--- src/rtl/spi_reg_writer.sv ---
// Turns SPI frames (command byte + data bytes) into SID register writes,
// buffered in a small show-ahead FIFO drained over a valid/ready handshake.
module spi_reg_writer #(
  parameter  int FIFO_DEPTH = 4,
  localparam int LW         = $clog2(FIFO_DEPTH + 1)
) (
  input  logic          clk_i,
  input  logic          rst_ni,
  input  logic [7:0]    spi_data_i,
  input  logic          spi_recv_i,
  input  logic          spi_cs_i,
  output logic          wr_valid_o,
  output logic [4:0]    wr_addr_o,
  output logic [7:0]    wr_data_o,
  input  logic          wr_ready_i,
  output logic [LW-1:0] level_o,
  output logic          ovf_o,
  output logic          bad_cmd_o,
  input  logic          stat_clr_i
);

  localparam int PW = (FIFO_DEPTH > 1) ? $clog2(FIFO_DEPTH) : 1;

  typedef enum logic [1:0] {S_CMD, S_DATA, S_BURST, S_SKIP} state_t;

  state_t        state_q, state_d;
  logic          cs_s1_q, cs_n_q;
  logic [4:0]    addr_q, addr_d;
  logic [12:0]   mem_q [FIFO_DEPTH];
  logic [12:0]   head_q, head_d;
  logic [PW-1:0] rd_ptr_q, rd_ptr_d, wr_ptr_q;
  logic [LW-1:0] count_q, count_d;
  logic          ovf_q, bad_q;
  logic          accept, push, set_bad, pop, full, do_write, set_ovf;
  logic [12:0]   wentry;

  assign accept = spi_recv_i & ~cs_n_q;

  always_ff @(posedge clk_i or negedge rst_ni) begin
    if (!rst_ni) begin
      cs_s1_q <= 1'b1;
      cs_n_q  <= 1'b1;
      state_q <= S_CMD;
      addr_q  <= '0;
    end else begin
      cs_s1_q <= spi_cs_i;
      cs_n_q  <= cs_s1_q;
      state_q <= state_d;
      addr_q  <= addr_d;
    end
  end

  always_comb begin
    state_d = state_q;
    addr_d  = addr_q;
    push    = 1'b0;
    set_bad = 1'b0;
    if (cs_n_q) begin
      state_d = S_CMD;
    end else if (accept) begin
      unique case (state_q)
        S_CMD: begin
          if (!spi_data_i[7]) begin
            state_d = S_SKIP;
          end else if (spi_data_i[5]) begin
            state_d = S_SKIP;
            set_bad = 1'b1;
          end else begin
            addr_d  = spi_data_i[4:0];
            state_d = spi_data_i[6] ? S_BURST : S_DATA;
          end
        end
        S_DATA: begin
          push    = 1'b1;
          state_d = S_CMD;
        end
        S_BURST: begin
          push   = 1'b1;
          addr_d = addr_q + 5'd1;
        end
        default: state_d = S_SKIP;
      endcase
    end
  end

  // A full FIFO still accepts a push when the head leaves in the same cycle.
  assign wentry   = {addr_q, spi_data_i};
  assign pop      = (count_q != '0) & wr_ready_i;
  assign full     = (count_q == LW'(FIFO_DEPTH));
  assign do_write = push & (~full | pop);
  assign set_ovf  = push & full & ~pop;

  always_comb begin
    rd_ptr_d = pop ? rd_ptr_q + PW'(1) : rd_ptr_q;
    count_d  = count_q;
    if (do_write && !pop)      count_d = count_q + LW'(1);
    else if (!do_write && pop) count_d = count_q - LW'(1);
    head_d = head_q;
    if (count_d != '0) begin
      if (do_write && (wr_ptr_q == rd_ptr_d)) head_d = wentry;
      else                                    head_d = mem_q[rd_ptr_d];
    end
  end

  always_ff @(posedge clk_i) begin
    if (do_write) mem_q[wr_ptr_q] <= wentry;
  end

  always_ff @(posedge clk_i or negedge rst_ni) begin
    if (!rst_ni) begin
      rd_ptr_q <= '0;
      wr_ptr_q <= '0;
      count_q  <= '0;
      head_q   <= '0;
      ovf_q    <= 1'b0;
      bad_q    <= 1'b0;
    end else begin
      rd_ptr_q <= rd_ptr_d;
      if (do_write) wr_ptr_q <= wr_ptr_q + PW'(1);
      count_q  <= count_d;
      head_q   <= head_d;
      ovf_q    <= set_ovf | (ovf_q & ~stat_clr_i);
      bad_q    <= set_bad | (bad_q & ~stat_clr_i);
    end
  end

  assign wr_valid_o = (count_q != '0);
  assign wr_addr_o  = head_q[12:8];
  assign wr_data_o  = head_q[7:0];
  assign level_o    = count_q;
  assign ovf_o      = ovf_q;
  assign bad_cmd_o  = bad_q;

endmodule

--- config.mk ---
export PLATFORM = sky130hd
export DESIGN_NAME = spi_reg_writer
export DESIGN_NICKNAME = d
export VERILOG_FILES = /design/src/rtl/spi_reg_writer.sv
export SDC_FILE = /design/constraint.sdc
export NUM_CORES = 1
export LEC_CHECK = 0
export CAP_MARGIN = 20
export CORE_ASPECT_RATIO = 1.25
export CORE_MARGIN = 3
export CORE_UTILIZATION = 40
export CTS_CLUSTER_DIAMETER = 50
export CTS_CLUSTER_SIZE = 20
export DETAILED_ROUTE_END_ITERATION = 16
export PLACE_DENSITY = 0.62
export SLEW_MARGIN = 20
export SYNTH_ARGS = -nofsm -noshare
export SYNTH_HDL_FRONTEND = slang
export SYNTH_SLANG_ARGS = --single-unit
--- constraint.sdc ---
create_clock -name clk_i -period 2.21 [get_ports clk_i]
set_clock_uncertainty 0.1 [all_clocks]
set_input_delay 0.221 -clock clk_i [delete_from_list [all_inputs] [get_ports clk_i]]
set_output_delay 0.221 -clock clk_i [all_outputs]
set_load 0.005 [all_outputs]
### Word level (Yosys, flattened, before mapping)

Memory sizes are Yosys's and may differ from the RTL's. A register that Yosys moved wholly into a read port is not among the register bits.
Index checks and enable logic that the tools add are counted.

| word-level totals | value |
|---|---|
| register bits after elaboration | 18 |
| latch bits | 0 |
| bits in writable memories | 52 |
| ROM bits | 0 |
| bits of input ports | 14 |
| output and inout port bits | 19 |
| logic and storage cells | 70 |
| memories kept | 1 |

| operators by class | value |
|---|---|
| add/subtract/negate cells | 5 |
| multipliers | 0 |
| div/mod/pow operators | 0 |
| order comparisons | 0 |
| eq/ne operators | 6 |
| shift-type cells | 0 |
| muxes and demuxes | 22 |
| bitwise operators | 14 |
| reduce and logical (&&, ||, !) cells | 13 |

Memories:

| name | words | bits a word | rd ports | clocked after Yosys merged registers in | wr ports | line | text |
|---|---|---|---|---|---|---|---|
| mem_q | 4 | 13 | 1 | 1 | 1 | 29 | `logic [12:0] mem_q [FIFO_DEPTH];` |

Operator list:

| cell | number |
|---|---|
| $mux W2 | 6 |
| $mux W1 | 10 |
| $mux W5 | 2 |
| $pmux W5 S2 | 1 |
| $and A1 B1 Y1 | 7 |
| $mux W3 | 2 |
| $ne A2 B2 Y1 const B | 3 |
| $pmux W2 S3 | 1 |
| $reduce_bool A3 Y1 | 2 |
| $add A5 B1 Y5 const B | 1 |
| $reduce_and A5 Y1 | 1 |
| $add A2 B1 Y2 const B | 2 |
| $not A1 Y1 | 4 |
| $reduce_bool A2 Y1 | 2 |
| $add A3 B1 Y3 const B | 1 |
| $eq A3 B3 Y1 const B | 1 |
| $logic_not A1 Y1 | 3 |
| $or A1 B1 Y1 | 3 |
| $sub A3 B1 Y3 const B | 1 |
| $eq A2 B1 Y1 const B | 1 |
| $eq A2 B2 Y1 const B | 1 |
| $logic_and A1 B1 Y1 | 2 |
| $logic_not A2 Y1 | 1 |
| $reduce_and A2 Y1 | 1 |
| $reduce_or A2 Y1 | 1 |

### Logic depth before layout (Yosys ltp)

| depth | value |
|---|---|
| depth after elaboration | 11 |
| depth in mapped cells | 11 |

### Worst setup path after synthesis

OpenSTA, ideal clock, no wires.

| timing | value |
|---|---|
| kind | flip-flop to flip-flop |
| from | register count_q[0], in the netlist level_o[0] |
| to | register head_q[7], read port of mem_q |
| arrival time | 2.088 ns |
| setup slack | -0.069 ns |
| cell stages (with the launch flop) | 10 |
| buffers on the path | 1 |
| period minus slack after synthesis | 2.279 ns |
| path through | dfrtp_1 -> inv_1 -> ha_1 -> mux2_2 -> nor3_2 -> o21ai_1 -> a21oi_2 -> clkbuf_1 -> nand2_1 -> o31ai_2 |

| on the way | value |
|---|---|
| longest elaborated chain between the ends | 9 |
| elaborated cells between the ends (all ways) | 16 |

RTL lines:

| element | line | text |
|---|---|---|
| start: declaration | 32 | `logic [LW-1:0] count_q, count_d;` |
| start signal: assignment | 120 | `count_q <= count_d;` |
| $reduce_bool A3 Y1 or $eq A3 B3 Y1 (tied branches) | 88, 89 |  |
| $and A1 B1 Y1 or $not A1 Y1 (tied branches) | 88, 90 |  |
| $or A1 B1 Y1 | 90 | `assign do_write = push & (~full \| pop);` |
| $and A1 B1 Y1 | 90 |  |
| $logic_not A1 Y1 | 97 | `else if (!do_write && pop) count_d = count_q - LW'(1);` |
| $logic_and A1 B1 Y1 | 97 |  |
| $mux W3 | 97 |  |
| $mux W3 | 96 | `if (do_write && !pop) count_d = count_q + LW'(1);` |
| $reduce_bool A3 Y1 | 99 | `if (count_d != '0) begin` |
| end: declaration | 30 | `logic [12:0] head_q, head_d;` |

Parallel ways exist; a longest one is shown, timed or not.
A chain may end at the register's enable or synchronous reset.

### Final worst setup path

| timing | value |
|---|---|
| from | register state_q[0] |
| to | register head_q[7], read port of mem_q |

| on the way | value |
|---|---|
| longest elaborated chain between the ends | 11 |
| elaborated cells between the ends (all ways) | 13 |

RTL lines:

| element | line | text |
|---|---|---|
| start: declaration | 26 | `state_t state_q, state_d;` |
| start signal: assignment | 48 | `state_q <= state_d;` |
| $eq A2 B2 Y1 or $eq A2 B1 Y1 (tied branches) | 61 | `unique case (state_q)` |
| $reduce_or A2 Y1 (no source line) * | -- |  |
| $mux W1 * | 61 |  |
| $mux W1 * | 60 | `end else if (accept) begin` |
| $mux W1 * | 58 | `if (cs_n_q) begin` |
| $and A1 B1 Y1 * | 90 |  |
| $logic_not A1 Y1 | 97 |  |
| $logic_and A1 B1 Y1 | 97 |  |
| $mux W3 | 97 |  |
| $mux W3 * | 96 |  |
| $reduce_bool A3 Y1 * | 99 |  |

Every way passes the cells marked *; elsewhere a longest branch is shown, timed or not.

==> results by group <==
Run status
  • Status: finished clean

Layout
  • Fill cells: around 900
  • Cell area after layout: 5420 µm²
  • Synth-to-Final Area Change: 25.6%
  • Proportion of layout cells with a drive suffix above 1: 0.201
  • ANT cells: 0
  • Layout net count: between 400 and 500

Detailed routing
  • Starting DRT DRC Count: about 130
  • Drt pass-1 iters: 4
  • Antenna violation net count after detailed routing: 0
  • WL/cell: between 15 and 20 µm
  • Vias: roughly 3k
  • Drc violations: 0
  • DRT Wirelength: a little under 10 mm
  • Vias per Instance: 5.60

Clock tree
  • CTS tree: built
  • CTS clk-pin slew, worst paths: approximately 60 ps
  • Clk Tree Root Cell: clkbuf_16
  • Worst skew pair latency: between 300 and 400 ps
  • CTS H-tree lvls: 3
  • Clock sink count: 83
  • CTS buffer count: 9
  • Max Root-Sink Buffers: 2

Power
  • PwrDens: between 1000 and 1500 nW/µm²
  • Leakage power: 2.06 nW
  • Worst VDD drop: between 0.6 and 0.7 mV

Placement
  • Buffers on Ports: 32
  • Post-DP Area: about 5000 µm²
  • Routability congestion estimate from global placement: between 0.8 and 0.9
  • Setup Slack @ Placement: roughly 25 ps
  • HPWL Detailed: between 6 and 7 mm

Yosys
  • Synthesized area: 4320 µm²
  • FF+latch count, synth: 83
  • Synthesized area per cell: ~12 µm²
  • Post-synthesis cell type count: 50
  • Syn_nets: roughly 380
  • Sequential-to-total area share from yosys stat: 0.542
  • Yosys warnings: 0
  • Mapped Cells: between 300 and 400

Timing
  • Max Freq: 458 MHz
  • Hold Fails Final Rpt: 0
  • Setup_tns: 0 ps
  • Worst hold margin: around 190 ps
  • Final setup vio count: 0
  • Final Critical Period: around 2200 ps
  • PnR worst setup slack: ~27 ps
  • Measured slew at the worst slew-check pin: about 440 ps
  • Period utilization: 0.988
  • Relative slew slack: 0.697
  • Count of final max-slew check failures: 0

Global routing
  • Largest net degree at the start of global routing: 36
  • Total grt overflow: 0
  • GRT Total Usage: 0.163
  • First-pass GRT wire length: about 15 mm
  • Number of global-route vias before repair: just under 3k
  • Initial antenna violation count: 0

Floorplan
  • Die Width: around 99 µm
  • CORE AREA: 10300 µm²
  • Die extent in y: roughly 120 µm
  • Num rows: 41
  • Initial core utilization: 0.419
  • I/O pin cnt: 33
  • Die footprint: 12100 µm²

Worst setup path
  • CP startpoint kind: flip-flop
  • Critical Path Source: state_q[0]
  • CP Capture Point: head_q[7]
  • R2R cell count: 9
  • Worst setup EP type: flip-flop
  • Crit path max fanout: 10
  • Crit path DAT: approximately 2300 ps
  • FF-to-FF End: head_q[7]
  • Worst R2R Start: state_q[0]
  • Worst EP required: between 2000 and 2500 ps
  • Reg2Reg Setup Slack: roughly 27 ps
  • Crit path kind: flip-flop to flip-flop

Job
  • Number of max-cap violations: 0

Hold path
  • Hold Crit Class: primary input to async pin
[worst min-delay path by stage]
stage	end	cells after the start
after floorplan	addr_q[0]	0
after global placement	cs_n_q	0
after detailed placement	cs_n_q	0
after CTS	cs_s1_q	1
after global routing	cs_s1_q	1
final	head_q[9]	2
[cells in the final DEF (no fill, tap or decap), types with 3 or more instances in the layout]
master,count
a211o_1,12
a211oi_1,12
a21oi_1,8
and2_1,4
and3_1,15
buf_12,8
buf_4,27
clkbuf_1,3
clkbuf_16,10
clkdlybuf4s50_1,32
dfrtp_1,28
edfxtp_1,52
ha_1,9
inv_1,8
inv_2,3
mux2i_1,14
nand2_1,22
nand3_1,6
nand4b_1,15
nor2_1,19
nor2b_1,15
o21ai_0,10
o21ai_1,7
o221ai_1,3
o22ai_1,5
o311a_1,12
o31ai_2,11
xnor2_1,3
xor2_1,3
[synthesized netlist by cell type, drive strengths merged]
master	number	area, µm²
and3	15	93.8
and3b	1	8.76
dfstp	2	52.6
mux2	2	22.5
a2111oi	1	8.76
o31ai	12	150
nand2b	3	18.8
and4	1	8.76
o21bai	1	7.51
nand3	8	52.6
nor2b	15	93.8
a2bb2oi	1	8.76
nor3	3	20.0
clkbuf	12	45.0
o221ai	3	26.3
o41ai	1	8.76
nand2	22	82.6
a211oi	12	90.1
buf	15	116
a211o	12	105
o22ai	5	31.3
nand4	2	12.5
a21oi	9	48.8
o211ai	1	7.51
nand3b	2	15.0
dfrtp	29	726
nand4b	15	131
xnor2	5	81.3
ha	11	138
o311a	12	120
mux2i	14	140
or2	1	6.26
o21ai	18	90.1
nor2	20	77.6
xor2	3	26.3
a21o	1	7.51
and2	5	33.8
inv	11	41.3
edfxtp	52	1560
[sequential cells by signal, summed over array words and instances (netlist names)]
register,count
state_q,2
ovf_o,1
level_o,3
wr_ptr_q,2
bad_cmd_o,1
mem_q,52
rd_ptr_q,2
head_q,13
cs_s1_q,1
cs_n_q,1
addr_q,5
[metal layers]
layer | share of wire | global-route usage | vias up
met2 | 0.52 | 0.286 | 61
met5 | 0 | 0 | -
met4 | 0.016 | 0.0623 | 0
met3 | 0.033 | 0.0326 | 11
met1 | 0.43 | 0.197 | 1523
li1 | - | - | 1470
[area by class of cell]
cell class                      count  area [µm²]  share of cell area
Sequential cell                    83        2340               0.432
Multi-Input combinational cell    237        1840               0.340
Timing Repair Buffer               71         763               0.141
Clock buffer                       13         250              0.0461
Tap cell                          129         161              0.0298
Inverter                           11        41.3             0.00761
Clock inverter                      3        23.8             0.00438
[metrics by stage]
stage                     power [mW]   util  std cells
after floorplan                 4.47      -        358
final                           7.24  0.526        547
after global routing            7.69  0.526        547
after global placement          5.51  0.483        524
after CTS                       7.06  0.515        542
after detailed placement        5.57  0.483        524
[critical path: stages (launching register included)]
cell,delay [ps]
dfrtp_1,390
inv_1,130
ha_4,230
nand3b_1,80
buf_4,160
or2_1,150
nand4_1,160
a21oi_4,320
clkbuf_16,250
o31ai_4,80
[cell families after synthesis]
group | after synthesis | synth area share
mux | 16 | 0.0377
buf+inv | 38 | 0.0470
flops | 83 | 0.542
simple gates | 113 | 0.152
fa+ha+maj | 11 | 0.0319
compound gates | 89 | 0.165
xor+xnor | 8 | 0.0249
[report_power, final]
group / total, mW / switching, mW / internal, mW
sequential: 2.27 / 0.248 / 2.02
combinational: 3.58 / 1.72 / 1.86
clock: 1.39 / 0.593 / 0.797
[repair_timing]
item                       4_1_cts  5_1_grt
hold buffers                     0        0
cloned                           1        1
setup endpoints to repair        2       65
buffers inserted                 1        4
pin swaps                        0        7
gates resized for setup          3       12
No activity file was read; power rests on OpenSTA's default activity.
